--- config.mk ---
export PLATFORM = sky130hd
export DESIGN_NAME = pdm_decimator
export DESIGN_NICKNAME = d
export VERILOG_FILES = /design/src/rtl/synth_pkg.sv /design/src/rtl/cic_integ_chain.sv /design/src/rtl/pdm_decimator.sv
export SDC_FILE = /design/constraint.sdc
export NUM_CORES = 1
export LEC_CHECK = 0
export ABC_AREA = 1
export CAP_MARGIN = 10
export CORE_MARGIN = 10
export CORE_UTILIZATION = 60
export DETAILED_ROUTE_END_ITERATION = 12
export GPL_ROUTABILITY_DRIVEN = 0
export PLACE_DENSITY = 0.8
export SLEW_MARGIN = 15
export SYNTH_ARGS = -nofsm -noshare
export SYNTH_HDL_FRONTEND = slang
export SYNTH_SLANG_ARGS = --single-unit
export TNS_END_PERCENT = 100
--- constraint.sdc ---
create_clock -name clk -period 3.92 [get_ports clk]
set_input_delay 0.784 -clock clk [delete_from_list [all_inputs] [get_ports clk]]
set_output_delay 0.784 -clock clk [all_outputs]
set_load 0.02 [all_outputs]
--- src/rtl/synth_pkg.sv ---
// Shared definitions for the PDM decimation datapath: CIC order, comb
// sequencer states and the CIC register width derived from the decimation.
package synth_pkg;

    localparam int CIC_ORDER = 3;

    typedef enum logic [2:0] {
        IDLE  = 3'd0,
        COMB1 = 3'd1,
        COMB2 = 3'd2,
        COMB3 = 3'd3,
        EMIT  = 3'd4
    } comb_state_t;

    // Bit growth of an order-N CIC is N*log2(R); two extra bits leave room
    // for the +/-1 input and the sign.
    function automatic int cic_width(input int decim_log2);
        return CIC_ORDER * decim_log2 + 2;
    endfunction

endpackage

--- src/rtl/cic_integ_chain.sv ---
// Three cascaded CIC integrators fed by a +/-1 bitstream. All arithmetic
// wraps modulo 2^W; the comb section downstream undoes the wrap exactly.
module cic_integ_chain #(
    parameter int W = 35
) (
    input  logic         clk,
    input  logic         rst,
    input  logic         en,
    input  logic         in_bit,
    output logic [W-1:0] out
);

    logic [W-1:0] step_s;
    logic [W-1:0] integ1_r;
    logic [W-1:0] integ2_r;
    logic [W-1:0] integ3_r;

    // Map the PDM bit to +1 / -1 in W-bit two's complement.
    always_comb begin
        step_s = {W{1'b1}};
        if (in_bit) begin
            step_s = {{(W-1){1'b0}}, 1'b1};
        end else begin
            step_s = {W{1'b1}};
        end
    end

    // Integrator cascade; each stage accumulates the previous stage's register.
    always_ff @(posedge clk or negedge rst) begin
        if (!rst) begin
            integ1_r <= {W{1'b0}};
            integ2_r <= {W{1'b0}};
            integ3_r <= {W{1'b0}};
        end else if (en) begin
            integ1_r <= integ1_r + step_s;
            integ2_r <= integ2_r + integ1_r;
            integ3_r <= integ3_r + integ2_r;
        end
    end

    assign out = integ3_r;

endmodule

--- src/rtl/pdm_decimator.sv ---
// PDM-to-PCM decimator: bit synchronizer, 3rd-order CIC (integrators in a
// sub-module, combs time-multiplexed by a small sequencer), scaling with
// saturation and a valid/ready output register with overrun signalling.
module pdm_decimator
    import synth_pkg::*;
#(
    parameter int DECIM_LOG2 = 11,
    parameter int OUT_W      = 16
) (
    input  logic             clk,
    input  logic             rst,
    input  logic             pdm_in,
    input  logic             pdm_en,
    output logic [OUT_W-1:0] sample_out,
    output logic             sample_valid,
    input  logic             sample_ready,
    output logic             overrun
);

    localparam int W     = cic_width(DECIM_LOG2);
    localparam int XW    = W + OUT_W;
    localparam int SHIFT = CIC_ORDER * DECIM_LOG2 - OUT_W + 1;
    // Small decimations need a left shift to reach full scale instead.
    localparam int unsigned RSH = (SHIFT > 0) ? SHIFT : 0;
    localparam int unsigned LSH = (SHIFT < 0) ? -SHIFT : 0;

    localparam logic [DECIM_LOG2-1:0] CNT_ONE = {{(DECIM_LOG2-1){1'b0}}, 1'b1};
    localparam logic [DECIM_LOG2-1:0] CNT_MAX = {DECIM_LOG2{1'b1}};
    localparam logic signed [XW-1:0]  SAT_MAX = {{(W+1){1'b0}}, {(OUT_W-1){1'b1}}};
    localparam logic signed [XW-1:0]  SAT_MIN = {{(W+1){1'b1}}, {(OUT_W-1){1'b0}}};

    logic [1:0]              sync_r;
    logic [1:0]              en_sync_r;
    logic [DECIM_LOG2-1:0]   cnt_r;
    logic                    strobe_r;
    logic [W-1:0]            integ_s;
    comb_state_t             state_r;
    logic signed [W-1:0]     data_r;
    logic signed [W-1:0]     d1_r;
    logic signed [W-1:0]     d2_r;
    logic signed [W-1:0]     d3_r;
    logic signed [XW-1:0]    ext_s;
    logic signed [XW-1:0]    shifted_s;
    logic [OUT_W-1:0]        sat_s;

    // Two-flop synchronizer for the bit; the enable travels alongside it.
    always_ff @(posedge clk or negedge rst) begin
        if (!rst) begin
            sync_r    <= 2'b00;
            en_sync_r <= 2'b00;
        end else begin
            sync_r    <= {sync_r[0], pdm_in};
            en_sync_r <= {en_sync_r[0], pdm_en};
        end
    end

    cic_integ_chain #(
        .W (W)
    ) u_integ (
        .clk    (clk),
        .rst    (rst),
        .en     (en_sync_r[1]),
        .in_bit (sync_r[1]),
        .out    (integ_s)
    );

    // Enabled-bit counter; the strobe marks the cycle after the R-th bit.
    always_ff @(posedge clk or negedge rst) begin
        if (!rst) begin
            cnt_r    <= {DECIM_LOG2{1'b0}};
            strobe_r <= 1'b0;
        end else if (en_sync_r[1]) begin
            cnt_r    <= cnt_r + CNT_ONE;
            strobe_r <= (cnt_r == CNT_MAX);
        end else begin
            strobe_r <= 1'b0;
        end
    end

    // Scale the final comb value to the output width and clamp to full scale.
    always_comb begin
        ext_s     = {{OUT_W{data_r[W-1]}}, data_r};
        shifted_s = (ext_s >>> RSH) <<< LSH;
        sat_s     = shifted_s[OUT_W-1:0];
        if (shifted_s > SAT_MAX) begin
            sat_s = SAT_MAX[OUT_W-1:0];
        end else if (shifted_s < SAT_MIN) begin
            sat_s = SAT_MIN[OUT_W-1:0];
        end else begin
            sat_s = shifted_s[OUT_W-1:0];
        end
    end

    // Comb sequencer plus output handshake; EMIT wins over a same-cycle accept.
    always_ff @(posedge clk or negedge rst) begin
        if (!rst) begin
            state_r      <= IDLE;
            data_r       <= '0;
            d1_r         <= '0;
            d2_r         <= '0;
            d3_r         <= '0;
            sample_out   <= {OUT_W{1'b0}};
            sample_valid <= 1'b0;
            overrun      <= 1'b0;
        end else begin
            overrun <= 1'b0;
            if (sample_valid && sample_ready) begin
                sample_valid <= 1'b0;
            end
            case (state_r)
                IDLE: begin
                    if (strobe_r) begin
                        data_r  <= integ_s;
                        state_r <= COMB1;
                    end
                end
                COMB1: begin
                    data_r  <= data_r - d1_r;
                    d1_r    <= data_r;
                    state_r <= COMB2;
                end
                COMB2: begin
                    data_r  <= data_r - d2_r;
                    d2_r    <= data_r;
                    state_r <= COMB3;
                end
                COMB3: begin
                    data_r  <= data_r - d3_r;
                    d3_r    <= data_r;
                    state_r <= EMIT;
                end
                EMIT: begin
                    sample_out   <= sat_s;
                    sample_valid <= 1'b1;
                    overrun      <= sample_valid && !sample_ready;
                    state_r      <= IDLE;
                end
                default: begin
                    state_r <= IDLE;
                end
            endcase
        end
    end

endmodule

Word-level counts from Yosys, hierarchy flattened. Index checks and enable logic that the tools add are counted.

Add/sub/neg operators: 7. Eq/ne operators: 6. Reductions and logical operators: 7. Magnitude comparators: 2. Multiplexer cells: 11.

Operator list (number): 35-bit one-hot mux with 4 select lines (1); 35-bit adder (3); 35-bit subtractor (3); 35-bit 2-to-1 mux (2); 16-bit 2-to-1 mux (2); 17-bit by 16-bit greater-than comparator with 1-bit output, second input constant (1); 17-bit by 16-bit less-than comparator with 1-bit output, second input constant (1); 3-bit one-hot mux with 4 select lines (1); 11-bit by 1-bit adder with 11-bit output, second input constant (1); 11-bit == test, second input constant (1); 3-bit by 2-bit == test with 1-bit output, second input constant (2); 1-bit 2-to-1 mux (4); 4-bit nonzero test (1); 3-bit by 1-bit == test with 1-bit output, second input constant (1); 3-bit == test, second input constant (1); 3-bit zero test (1); 3-bit 2-to-1 mux (1); 1-bit logical AND (2); 2-bit inequality test, second input constant (1); 2-bit AND reduction (1); 2-bit nonzero test (1); 1-bit zero test (1).

Output and inout port bits: 18. Bits of input ports: 5. Register bits after elaboration: 282. Logic and storage cells: 48.

Logic depth before layout (Yosys ltp).
Depth in word-level cells: 3. Mapped depth: 23. Depth with buffers taken out: 22.

Modules after synthesis. Synthesis repeated with hierarchy kept, for this count alone.

Cells, all modules: 3111. Area, all modules: 20841.2 µm².

Modules (own cells, without submodules): cic_integ_chain (area an instance 10862.9 µm², sequential area each 2627.5 µm², times used 1, cells an instance 1791); pdm_decimator (area an instance 9978.3 µm², sequential area each 4429.2 µm², times used 1, cells an instance 1320).

Worst setup path before layout. Ideal clock, no wire load.

Kind: register to register. Start: register state_r[2]. End: register data_r[24]. Path buffers: 2. Setup slack: 1219 ps. Required time: 3804 ps. Arrival: 2584 ps. Stages on the path, launching flop included: 23. Period minus slack after synthesis: 2701 ps. Setup time: 116 ps. Path through: dfrtp_1 -> buf_4 -> inv_2 -> nand2_4 -> nor2_2 -> inv_1 -> buf_2 -> nor2_1 -> nor2_1 -> ha_1 -> fa_1 -> inv_1 -> nand3_1 -> nand2_1 -> nand2_1 -> nand2_1 -> nand3_1 -> nand2_1 -> nand2_1 -> nand3_1 -> nand3_1 -> nand2_1 -> nand2_1.

Word-level cells in the longest chain between the ends: 3. Elaborated cells on any way between the ends: 8. Classes of those cells: eq/ne: 4; mux: 1; reduce/logical: 3.

RTL lines: from (decl) (line pdm_decimator.sv:37) `comb_state_t state_r;`; from (signal assigned) (line pdm_decimator.sv:97) `state_r <= IDLE;`; from (signal assigned) (line pdm_decimator.sv:114) `state_r <= COMB1;`; from (signal assigned) (line pdm_decimator.sv:120) `state_r <= COMB2;`; 3-bit by 2-bit == test with 1-bit output, or another cell as far along (line pdm_decimator.sv:110) `case (state_r)`; 4-bit nonzero test (no source line) / 2-bit inequality test (equally long branches); 2-bit AND reduction (no source line); to (signal assigned) (line pdm_decimator.sv:113) `data_r <= integ_s;`; to (signal assigned) (line pdm_decimator.sv:118) `data_r <= data_r - d1_r;`; to (signal assigned) (line pdm_decimator.sv:123) `data_r <= data_r - d2_r;`; to (decl) (line pdm_decimator.sv:38) `logic signed [W-1:0] data_r;`.

Parallel ways exist; a longest one is shown, timed or not. A chain may end at the register's enable or synchronous reset.

Final worst setup path.
Start: register state_r[0]. End: register data_r[24].

Same word-level chain as after synthesis.

==> impl_results.html <==
<table>
<tr><th>Metric</th><th>Value</th></tr>
<tr><th colspan="2">Clocking</th></tr>
<tr><td>H-tree lvl count</td><td>1</td></tr>
<tr><td>Post-cts sizing count</td><td>0</td></tr>
<tr><td>Hold buffers post-CTS</td><td>0</td></tr>
<tr><td>Clock latency on the worst-skew pair</td><td>570 ps</td></tr>
<tr><td>Clock transition at the registers of the reported paths</td><td>about 60 ps</td></tr>
<tr><td>Clock Tree Root</td><td>sky130_fd_sc_hd__clkbuf_16</td></tr>
<tr><td>Post-CTS setup-driven buffer insertion count</td><td>0</td></tr>
<tr><td>CTS buffer count</td><td>31</td></tr>
<tr><td>Clock tree from TritonCTS</td><td>yes</td></tr>
<tr><td>CTS max path bufs</td><td>3</td></tr>
<tr><td>Clock sink total</td><td>282</td></tr>
<tr><th colspan="2">Cells and area</th></tr>
<tr><td>Final core occ</td><td>0.6657</td></tr>
<tr><td>Number of diodes</td><td>0</td></tr>
<tr><td>Number of nets at the end of the flow</td><td>between 3,000 and 4,000</td></tr>
<tr><td>Area growth syn-to-layout</td><td>8.727%</td></tr>
<tr><td>Fill count</td><td>between 2,000 and 3,000</td></tr>
<tr><td>Share of layout cells above drive strength 1</td><td>0.03990</td></tr>
<tr><td>Design Area, Final</td><td>~22,000 µm²</td></tr>
<tr><th colspan="2">Logic synthesis</th></tr>
<tr><td>Share of Yosys cell area claimed by the top area cell type</td><td>0.3516</td></tr>
<tr><td>Top cell type by total area after synthesis</td><td>sky130_fd_sc_hd__dfrtp_1</td></tr>
<tr><td>FF+latch count, synth</td><td>approximately 280</td></tr>
<tr><td>Most frequently used cell type in the post-synthesis netlist</td><td>sky130_fd_sc_hd__nand2_1</td></tr>
<tr><td>Synthesized Nets</td><td>between 3,000 and 4,000</td></tr>
<tr><td>Syn. warnings</td><td>0</td></tr>
<tr><td>EDFF count, synth</td><td>0</td></tr>
<tr><td>Synth top cells by count</td><td>sky130_fd_sc_hd__nand2_1 (937), sky130_fd_sc_hd__inv_1 (307), sky130_fd_sc_hd__dfrtp_1 (282)</td></tr>
<tr><td>Most area-consuming cells after synthesis</td><td>sky130_fd_sc_hd__dfrtp_1 (35%), sky130_fd_sc_hd__nand2_1 (18%), sky130_fd_sc_hd__ha_1 (8.5%), sky130_fd_sc_hd__o21ai_0 (5.9%), sky130_fd_sc_hd__inv_1 (5.7%)</td></tr>
<tr><td>Distinct cells, synth</td><td>48</td></tr>
<tr><td>Fraction of registers with async set or reset after synthesis</td><td>1.000</td></tr>
<tr><td>Synth Flop Type</td><td>sky130_fd_sc_hd__dfrtp_1</td></tr>
<tr><td>Cell count after synthesis</td><td>just under 3,000</td></tr>
<tr><td>Portion of the post-synthesis area used by sequential elements</td><td>0.3516</td></tr>
<tr><td>Netlist Area Pre-Place</td><td>20,070 µm²</td></tr>
<tr><td>Post-synthesis area per instance</td><td>~6.9 µm²</td></tr>
<tr><th colspan="2">Routing</th></tr>
<tr><td>Via/cell ratio</td><td>5.796</td></tr>
<tr><td>Wire length after detailed routing</td><td>approximately 55 mm</td></tr>
<tr><td>Vias</td><td>about 20,000</td></tr>
<tr><td>Avg WL per Cell</td><td>between 15 and 20 µm</td></tr>
<tr><td>1st-pass router iterations</td><td>5</td></tr>
<tr><td>Antenna violation net count after detailed routing</td><td>0</td></tr>
<tr><td>Residual DRC</td><td>0</td></tr>
<tr><td>DRC marker count from the first detailed-route iteration</td><td>roughly 1,700</td></tr>
<tr><th colspan="2">Status</th></tr>
<tr><td>Outcome</td><td>finished clean</td></tr>
<tr><th colspan="2">Timing</th></tr>
<tr><td>Minimum period implied by the final worst setup slack</td><td>~3300 ps</td></tr>
<tr><td>Setup repair after global routing missed its margin</td><td>false</td></tr>
<tr><td>Worst setup skew after layout</td><td>around 18 ps</td></tr>
<tr><td>Setup tns final</td><td>0 ps</td></tr>
<tr><td>Tightest Pin Transition</td><td>1139 ps</td></tr>
<tr><td>Fmax</td><td>298.9 MHz</td></tr>
<tr><td>Max_slew headroom</td><td>0.2395</td></tr>
<tr><td>Final Cycle Share</td><td>0.8535</td></tr>
<tr><td>Max Slew Vio Count</td><td>0</td></tr>
<tr><td>Endpoints failing setup</td><td>0</td></tr>
<tr><td>Count of final hold-check violations</td><td>0</td></tr>
<tr><th colspan="2">Min path</th></tr>
<tr><td>Hold Path Class</td><td>in -&gt; async</td></tr>
<tr><th colspan="2">GRT</th></tr>
<tr><td>All-Layer GR Usage</td><td>0.2632</td></tr>
<tr><td>Remaining Overflow, GRT</td><td>0</td></tr>
<tr><td>Met2 GRT Util</td><td>0.4628</td></tr>
<tr><td>Global-route wire length before repair</td><td>between 90 and 100 mm</td></tr>
<tr><td>Number of global-route vias before repair</td><td>about 19,000</td></tr>
<tr><td>Met1 track utilization from global routing</td><td>0.3139</td></tr>
<tr><td>Most used routing layer</td><td>met2</td></tr>
<tr><td>Antenna violations before repair</td><td>0</td></tr>
<tr><td>Maximum number of pins on one net before global-route repair</td><td>86</td></tr>
<tr><td>Met3 Resource Use GR</td><td>0.02404</td></tr>
<tr><th colspan="2">Placed design</th></tr>
<tr><td>Number of buffers inserted by port buffering</td><td>22</td></tr>
<tr><td>Area after DPL</td><td>slightly above 20,000 µm²</td></tr>
<tr><td>Post-detail-place hpwl</td><td>approximately 41 mm</td></tr>
<tr><th colspan="2">Power</th></tr>
<tr><td>Ratio of total power to cell area</td><td>approximately 740 nW/µm²</td></tr>
<tr><td>Tot Pwr</td><td>roughly 16,000 µW</td></tr>
<tr><td>VDD IR max</td><td>roughly 0.43 mV</td></tr>
<tr><td>Leakage power total</td><td>about 0.011 µW</td></tr>
<tr><th colspan="2">Critical path</th></tr>
<tr><td>Worst EP required</td><td>4380 ps</td></tr>
<tr><td>Category of the most critical setup path</td><td>reg -&gt; reg</td></tr>
<tr><td>Crit Path Max Fanout</td><td>between 60 and 70</td></tr>
<tr><td>Startpoint kind of the worst setup timing path</td><td>flop</td></tr>
<tr><td>Crit. End Element</td><td>flop</td></tr>
<tr><td>Arrival time worst endpoint</td><td>between 3000 and 4000 ps</td></tr>
<tr><th colspan="2">Floorplan</th></tr>
<tr><td>Number of top-level pins</td><td>23</td></tr>
<tr><td>Effective utilization at floorplan</td><td>0.6122</td></tr>
<tr><td>Width of the die</td><td>202.9 µm</td></tr>
<tr><td>Placeable Area</td><td>~33,000 µm²</td></tr>
<tr><td>Die area</td><td>roughly 41,000 µm²</td></tr>
<tr><td>Height of the chip</td><td>approximately 200 µm</td></tr>
<tr><td>Placement row count</td><td>66</td></tr>
<tr><th colspan="2">Flow run</th></tr>
<tr><td># Max-Cap Violations</td><td>0</td></tr>
</table>
==> cells in the final DEF, fill, tap and decap left out, types with 4 or more instances in the layout <==
cell type | synthesis | routed
sky130_fd_sc_hd__nand2_1 | 937 | 937
sky130_fd_sc_hd__xnor2_1 | 32 | 32
sky130_fd_sc_hd__o21ai_0 | 237 | 237
sky130_fd_sc_hd__clkinv_2 | 0 | 6
sky130_fd_sc_hd__nor3_1 | 26 | 26
sky130_fd_sc_hd__nor2_1 | 240 | 240
sky130_fd_sc_hd__nand3b_1 | 20 | 20
sky130_fd_sc_hd__a31oi_1 | 25 | 25
sky130_fd_sc_hd__buf_12 | 0 | 4
sky130_fd_sc_hd__dfrtp_1 | 282 | 281
sky130_fd_sc_hd__o22ai_1 | 10 | 10
sky130_fd_sc_hd__or2_2 | 17 | 17
sky130_fd_sc_hd__inv_2 | 8 | 8
sky130_fd_sc_hd__nand4_1 | 18 | 18
sky130_fd_sc_hd__o211ai_1 | 4 | 4
sky130_fd_sc_hd__ha_1 | 136 | 136
sky130_fd_sc_hd__inv_1 | 307 | 306
sky130_fd_sc_hd__o21ai_1 | 16 | 16
sky130_fd_sc_hd__nand2b_1 | 4 | 4
sky130_fd_sc_hd__buf_4 | 4 | 13
sky130_fd_sc_hd__xor2_1 | 25 | 25
sky130_fd_sc_hd__a21boi_0 | 7 | 7
sky130_fd_sc_hd__clkbuf_16 | 0 | 31
sky130_fd_sc_hd__nand3_1 | 197 | 197
sky130_fd_sc_hd__clkdlybuf4s50_1 | 0 | 21
sky130_fd_sc_hd__a21o_1 | 10 | 10
sky130_fd_sc_hd__fa_1 | 4 | 4
sky130_fd_sc_hd__o21a_1 | 6 | 6
sky130_fd_sc_hd__clkbuf_8 | 0 | 14
sky130_fd_sc_hd__o221ai_1 | 32 | 32
sky130_fd_sc_hd__nor4_1 | 5 | 5
sky130_fd_sc_hd__o21bai_1 | 11 | 11
sky130_fd_sc_hd__a21oi_1 | 197 | 196
==> metal layers <==
layer | up-vias | share of wire | wire, µm
met5 | - | 0 | 0
li1 | 9608 | - | -
met3 | 181 | 0.050 | 2745
met4 | 0 | 0.054 | 2963
met1 | 9064 | 0.41 | 22550
met2 | 703 | 0.49 | 26700
==> registers in the layout (all words and copies together) (netlist names) <==
register          cells
d1_r                 35
d2_r                 35
u_integ.out          35
data_r               35
sample_valid          1
cnt_r                11
sample_out           16
u_integ.integ1_r     35
en_sync_r             2
u_integ.integ2_r     35
state_r               3
d3_r                 35
strobe_r              1
sync_r                2
overrun               1
==> final timing paths <==
path,from,to,slack [ps],cells past startpoint
min in group clk,sync_r[0],sync_r[1],350,0
worst max-delay path,state_r[0],data_r[24],570,20
worst min-delay path,rst,d2_r[10],190,1
max in group asynchronous,rst,u_integ.out[12],2740,2
worst max register to register,state_r[0],data_r[24],570,20
worst min register to register,sync_r[0],sync_r[1],350,0
==> per-stage QoR <==
stage               hold slack, ps  instances  setup WS [ps]
global route                 227.0       3374          207.6
detailed placement           336.4       3317          625.8
CTS                          206.0       3374          590.6
finish                       190.0       3374          574.3
global placement             332.5       3317          716.8
floorplan                    331.2       2908           1219
==> power breakdown <==
part           internal [µW]  switching (µW)
clock network           1900            1210
registers               3520             702
logic                   3190            5660
==> cell families (layout without fill, tap and decap cells) <==
logic type,after synthesis,in the layout,synth area share
compound gates,564,564,0.1565
flops,282,282,0.3516
xor+xnor,57,57,0.02487
simple gates,1478,1478,0.3033
fa+ha+maj,140,140,0.08877
buf+inv,387,411,0.07505
==> cell type report <==
class / count / area (µm²) / share of cell area
Clock buffer: 46 / 972.2 / 0.04455
Inverter: 315 / 1184 / 0.05424
Multi-Input combinational cell: 2239 / 11510 / 0.5275
Timing Repair Buffer: 39 / 402.9 / 0.01846
Sequential cell: 282 / 7058 / 0.3234
Clock inverter: 11 / 141.4 / 0.006479
Tap cell: 442 / 553.0 / 0.02534
==> worst max-delay path, cell delays in order (launching register included) <==
cell and delay, ps:
sky130_fd_sc_hd__dfrtp_1 410, sky130_fd_sc_hd__inv_2 180, sky130_fd_sc_hd__nor2_4 180, sky130_fd_sc_hd__buf_12 240
sky130_fd_sc_hd__inv_1 180, sky130_fd_sc_hd__o22ai_1 160, sky130_fd_sc_hd__nor2_1 70, sky130_fd_sc_hd__ha_1 200
sky130_fd_sc_hd__fa_1 410, sky130_fd_sc_hd__inv_1 110, sky130_fd_sc_hd__nand3_1 70, sky130_fd_sc_hd__nand2_1 160
sky130_fd_sc_hd__nand2_1 70, sky130_fd_sc_hd__nand2_1 120, sky130_fd_sc_hd__nand3_1 110, sky130_fd_sc_hd__nand2_1 150
sky130_fd_sc_hd__nand2_1 90, sky130_fd_sc_hd__nand3_1 70, sky130_fd_sc_hd__nand3_1 90, sky130_fd_sc_hd__nand2_1 80
sky130_fd_sc_hd__nand2_1 40
No activity file was read; power rests on OpenSTA's default activity.
